## src/rtl/mux_sched_pkg.sv

```systemverilog
// ============================================================================
// Module      : mux_sched_pkg
// Description : Shared widths, state encoding and helpers for mux_rr_scheduler.
// Revision    : 1.0 - initial release
// ============================================================================
`default_nettype none

package mux_sched_pkg;

  localparam int N_REQ = 8;
  localparam int SEL_W = 3;
  localparam int CNT_W = 4;

  localparam logic [0:0] IDLE = 1'b0;
  localparam logic [0:0] BUSY = 1'b1;

  function automatic logic [N_REQ-1:0] onehot(input logic [SEL_W-1:0] idx);
    logic [N_REQ-1:0] v;
    v = '0;
    v[idx] = 1'b1;
    return v;
  endfunction

endpackage

`default_nettype wire

```

## src/rtl/rr_pick8.sv

```systemverilog
// ============================================================================
// Module      : rr_pick8
// Description : Rotating-priority search: first set req bit from ptr+1, wrapping.
// Revision    : 1.0 - initial release
// ============================================================================
`default_nettype none

module rr_pick8
  import mux_sched_pkg::*;
(
  input  logic [N_REQ-1:0] req,
  input  logic [SEL_W-1:0] ptr,
  output logic             found,
  output logic [SEL_W-1:0] idx
);

  logic [SEL_W-1:0] cand;

  // Walk from the farthest offset down so the nearest hit (ptr+1) wins last.
  always_comb begin
    found = 1'b0;
    idx   = '0;
    cand  = '0;
    for (int i = N_REQ; i >= 1; i--) begin
      cand = ptr + SEL_W'(i);
      if (req[cand]) begin
        found = 1'b1;
        idx   = cand;
      end
    end
  end

endmodule

`default_nettype wire

```

## src/rtl/mux_rr_scheduler.sv

```systemverilog
// ============================================================================
// Module      : mux_rr_scheduler
// Description : 8-way round-robin scheduler with bounded hold and 8:1 data mux.
//               Optional owner lock enabled by defining MUX_SCHED_LOCK_EN.
// Revision    : 1.0 - initial release
// ============================================================================
`default_nettype none

module mux_rr_scheduler
  import mux_sched_pkg::*;
#(
  parameter int HOLD_MAX = 4
) (
  input  logic             clk,
  input  logic             rst_n,
  input  logic [N_REQ-1:0] req,
  input  logic [N_REQ-1:0] entrada,
`ifdef MUX_SCHED_LOCK_EN
  input  logic             lock,
`endif
  output logic [N_REQ-1:0] gnt,
  output logic [SEL_W-1:0] sel,
  output logic             valid,
  output logic             Z
);

  localparam logic [CNT_W-1:0] HOLD_LIM = CNT_W'(HOLD_MAX);

  logic [0:0]       state_q, state_d;
  logic [N_REQ-1:0] gnt_q, gnt_d;
  logic [SEL_W-1:0] sel_q, sel_d;
  logic [SEL_W-1:0] ptr_q, ptr_d;
  logic [CNT_W-1:0] cnt_q, cnt_d;
  logic             valid_q, valid_d;
  logic             z_q, z_d;

  logic             lock_hold;
  logic             release_now;
  logic [SEL_W-1:0] pick_ptr;
  logic             pick_found;
  logic [SEL_W-1:0] pick_idx;

`ifdef MUX_SCHED_LOCK_EN
  assign lock_hold = lock;
`else
  assign lock_hold = 1'b0;
`endif

  assign release_now = (state_q == BUSY) &&
                       (!req[sel_q] || ((cnt_q == HOLD_LIM) && !lock_hold));

  // On release the pointer becomes sel, so searching from sel directly
  // yields a same-edge handoff without waiting for ptr_q to update.
  assign pick_ptr = (state_q == BUSY) ? sel_q : ptr_q;

  rr_pick8 u_pick (
    .req   (req),
    .ptr   (pick_ptr),
    .found (pick_found),
    .idx   (pick_idx)
  );

  always_ff @(posedge clk) begin
    if (!rst_n) begin
      state_q <= IDLE;
    end else begin
      state_q <= state_d;
    end
  end

  always_comb begin
    state_d = state_q;
    case (state_q)
      IDLE:    if (pick_found) state_d = BUSY;
      BUSY:    if (release_now && !pick_found) state_d = IDLE;
      default: state_d = IDLE;
    endcase
  end

  always_comb begin
    gnt_d   = gnt_q;
    sel_d   = sel_q;
    ptr_d   = ptr_q;
    cnt_d   = cnt_q;
    z_d     = z_q;
    valid_d = 1'b0;
    case (state_q)
      IDLE: begin
        if (pick_found) begin
          gnt_d = onehot(pick_idx);
          sel_d = pick_idx;
          cnt_d = CNT_W'(1);
        end else begin
          gnt_d = '0;
          cnt_d = '0;
        end
      end
      BUSY: begin
        z_d     = entrada[sel_q];
        valid_d = 1'b1;
        if (release_now) begin
          ptr_d = sel_q;
          if (pick_found) begin
            gnt_d = onehot(pick_idx);
            sel_d = pick_idx;
            cnt_d = CNT_W'(1);
          end else begin
            gnt_d = '0;
            cnt_d = '0;
          end
        end else if (cnt_q != HOLD_LIM) begin
          // Saturates at the limit while a lock keeps the owner in place.
          cnt_d = cnt_q + CNT_W'(1);
        end
      end
      default: begin
        gnt_d = '0;
        cnt_d = '0;
      end
    endcase
  end

  always_ff @(posedge clk) begin
    if (!rst_n) begin
      gnt_q   <= '0;
      sel_q   <= '0;
      ptr_q   <= SEL_W'(N_REQ - 1);
      cnt_q   <= '0;
      valid_q <= 1'b0;
      z_q     <= 1'b0;
    end else begin
      gnt_q   <= gnt_d;
      sel_q   <= sel_d;
      ptr_q   <= ptr_d;
      cnt_q   <= cnt_d;
      valid_q <= valid_d;
      z_q     <= z_d;
    end
  end

  assign gnt   = gnt_q;
  assign sel   = sel_q;
  assign valid = valid_q;
  assign Z     = z_q;

endmodule

`default_nettype wire

```

## config.mk

```make
export PLATFORM = sky130hd
export DESIGN_NAME = mux_rr_scheduler
export DESIGN_NICKNAME = d
export VERILOG_FILES = /design/src/rtl/mux_sched_pkg.sv /design/src/rtl/rr_pick8.sv /design/src/rtl/mux_rr_scheduler.sv
export SDC_FILE = /design/constraint.sdc
export NUM_CORES = 1
export LEC_CHECK = 0
export ABC_AREA = 1
export CAP_MARGIN = 0
export CORE_AREA = 4 4 67 69
export CTS_CLUSTER_SIZE = 24
export DETAILED_ROUTE_END_ITERATION = 8
export DIE_AREA = 0 0 71 73
export HOLD_SLACK_MARGIN = 0.15
export PLACE_DENSITY = 0.85
export SKIP_LAST_GASP = 1
export SLEW_MARGIN = 20
export SYNTH_ARGS = -nofsm -noshare
export SYNTH_HDL_FRONTEND = slang
export SYNTH_SLANG_ARGS = --single-unit
```

## constraint.sdc

```tcl
create_clock -name clk -period 2.5 [get_ports clk]
set_input_delay 0.5 -clock clk [delete_from_list [all_inputs] [get_ports clk]]
set_output_delay 0.5 -clock clk [all_outputs]
set_load 0.01 [all_outputs]
```

==> results.sh <==
export IMPL_diodes=0
export IMPL_slew_viol_final=0
export IMPL_grt_max_degree=13
export IMPL_synth_edf_count=0
export IMPL_cts_tree="done"
export IMPL_area_growth_pct=32.46
export IMPL_r2r_slack_ns=0.17
export IMPL_fin_nets=366
export IMPL_cap_violations=0
export IMPL_grt_ovfl_total=0
export IMPL_yosys_warnings=0
export IMPL_postSynthAreaPerCell_um2=6.206
export IMPL_rr_startpoint="state_q"
export IMPL_fp_dieW_um=71
export IMPL_gp_congestion=1.024
export IMPL_synth_top_area_frac=0.2258
export IMPL_final_core_util=0.6301
export IMPL_cts_buffer_depth=2
export IMPL_path_class="flip-flop to flip-flop"
export IMPL_yosysMostFrequentCell="nand2_1"
export IMPL_insertion_delay_ns=0.27
export IMPL_drt_first_pass_iters=4
export IMPL_worstSetupEndpointType="flip-flop"
export IMPL_antenna_found_initial=0
export IMPL_num_vias=2051
export IMPL_synth_nets=322
export IMPL_core_area_um2=3914
export IMPL_synth_flop_cell="dfxtp_1"
export IMPL_dpl_cell_area_um2=2262
export IMPL_tightest_slew_ns=0.3490
export IMPL_grtUsageTotal=0.2055
export IMPL_ir_drop_v=0.0008028
export IMPL_required_ns=2.70
export IMPL_synth_cell_types=34
export IMPL_leakagePower_uw=0.001165
export IMPL_drc=0
export IMPL_grt_first_pass_wirelength_mm=8.604
export IMPL_yosys_area_top_type="dfxtp_1"
export IMPL_slew_headroom=0.7664
export IMPL_max_freq_mhz=429.8
export IMPL_skew_ns=0.004601
export IMPL_ys_ff_latch=21
export IMPL_min_delay_path_class="flip-flop to flip-flop"
export IMPL_path_cells="buf_4, nand2_4, nand2_2, ha_4, buf_6, nand3_2, and2_4, nand2_1, nand2_2, inv_2, nand2_1, nand2_1, nand2_1, nand2_2, nand2_4, nor2_4, nand3_1, a21oi_1"
export IMPL_grt_pass1_vias=1893
export IMPL_initial_core_util=0.4757
export IMPL_r2r_end="gnt[4]"
export IMPL_rsz0062_at_grt="yes"
export IMPL_path_max_fanout=5
export IMPL_synth_common_cells="nand2_1, nand3_1, inv_1"
export IMPL_yosys_top_cells_area="dfxtp_1, nand2_1, nand3_1, inv_1, nand2_2"
export IMPL_power_density_nw_per_um2=1281
export IMPL_drive_above_1_share=0.2391
export IMPL_setup_violations=0
export IMPL_slowest_delay_ns=0.37
export IMPL_place_hpwl_mm=4.072
export IMPL_syn_instance_count=300
export IMPL_die_area_um2=5183
export IMPL_finalWirelength_mm=5.411
export IMPL_min_path_cells=2
export IMPL_rr_worst_depth=18
export IMPL_synth_area_um2=1862
export IMPL_io_buffers=30
export IMPL_arrival_ns=2.52
export IMPL_wl_per_cell_um=13.77
export IMPL_crit_start="state_q"
export IMPL_layout_min_cycle_time_ns=2.327
export IMPL_drtIter0Drc=121
export IMPL_yosysSeqAreaShare=0.2258
export IMPL_detail_route_antenna_nets=0
export IMPL_rows=23
export IMPL_final_hold_viol_count=0
export IMPL_crit_slowest_cell="dfxtp_4"
export IMPL_total_power_uw=3160
export IMPL_status="completed"
export IMPL_fp_dieH_um=73
export IMPL_cts_buffers=3
export IMPL_final_area_um2=2466
export IMPL_fin_crit_sh=0.9308
export IMPL_start_kind="flip-flop"
export IMPL_htreeDepth=1
export IMPL_nFillCells=359
export IMPL_num_io_pins=31
export IMPL_async_flop_share=0
export IMPL_fin_tns_setup_ns=0
export IMPL_whs_ns=0.4628
export IMPL_worstSetupEndpoint="gnt[4]"
export IMPL_clkTransAtPathRegs_ns=0.08
export IMPL_cts_sinks=21
export IMPL_crit_top_cell="nand2_1"
export IMPL_cts_root_buf="clkbuf_8"
export IMPL_vias_per_cell=5.219
power breakdown:
| group | internal [uW] | leakage (uW) | switching [uW] |
|---|---|---|---|
| logic | 922 | 0.000966 | 1520 |
| registers | 433 | 0.000173 | 65.3 |
| clock network | 111 | 0.0000255 | 113 |
| total | 1470 | 0.00116 | 1690 |
what timing repair did:
action / 4_1_cts / 5_1_grt
hold buffers: 0 / 0
resized for setup: 0 / 34
setup endpoints to repair: 0 / 11
setup buffers: 0 / 2
hold endpoints to repair: 0 / 0
flip-flops by register name, indices dropped and copies added (netlist names):
| name | cells |
|---|---|
| sel | 3 |
| cnt_q | 4 |
| state_q | 1 |
| Z | 1 |
| gnt | 8 |
| ptr_q | 3 |
| valid | 1 |
final cells by class:
type | count | area (um2) | share of cell area
inverter | 43 | 166.4 | 0.06748
clock inverter | 1 | 5.005 | 0.002029
clock buffer | 3 | 41.29 | 0.01674
multi-input combinational | 231 | 1343 | 0.5444
sequential | 21 | 427.9 | 0.1735
tap | 50 | 62.56 | 0.02537
timing repair buffer | 44 | 420.4 | 0.1705
metal layers:
layer / GRT usage / up-vias / share of wire
met5: 0 / - / 0
met4: 0.1023 / 0 / 0.029
met3: 0.02342 / 15 / 0.044
met2: 0.3687 / 61 / 0.54
met1: 0.2417 / 925 / 0.39
li1: - / 1050 / -
placed cells by master (no fill, tap or decap), types with 4 or more instances in the layout:
cell type / instances
nand2_1: 71
inv_1: 35
nand3_1: 30
clkdlybuf4s50_1: 30
nor2_1: 29
nand2_2: 23
dfxtp_1: 19
a21oi_1: 14
o21ai_0: 13
nand3_2: 11
buf_4: 10
nand2_4: 8
inv_2: 5
o221ai_1: 4
buf_6: 4
cell families (layout without fill, tap and decap cells):
family,after synthesis,in the layout,share of synthesized area
muxes,1,1,0.005377
adders and majority gates,4,4,0.02688
AOI/OAI and AO/OA,39,39,0.1257
xor gates and xnor gates,2,2,0.009410
and+or+nand+nor,185,185,0.4906
buffers and inverters,48,91,0.1163
DFF,21,21,0.2258
per-stage QoR:
step | worst slack, ns | std cells
4_1_cts | 0.03822 | 391
6_report | 0.1731 | 393
3_3_place_gp | 0.08703 | 387
5_1_grt | -0.01419 | 393
2_1_floorplan | 0.1186 | 300
3_5_place_dp | 0.006155 | 387
worst min path at each step:
stage            from     end  slack, ns
2_1_floorplan  gnt[0]  gnt[0]       0.49
3_3_place_gp   gnt[6]  gnt[6]       0.45
3_5_place_dp   gnt[2]  gnt[2]       0.45
4_1_cts        gnt[2]  gnt[2]       0.46
5_1_grt        gnt[2]  gnt[2]       0.49
6_report       gnt[2]  gnt[2]       0.46
worst max-delay path: cells and delay by family (launching register included):
kind                     cells  cell delay (ns)
buffers and inverters        3             0.35
AO/OA/AOI/OAI                1             0.13
flip-flops                   1             0.37
AND/OR/NAND/NOR             13             1.13
adder cells (fa/ha/maj)      1             0.28
Power figures use the tool's default switching activity.
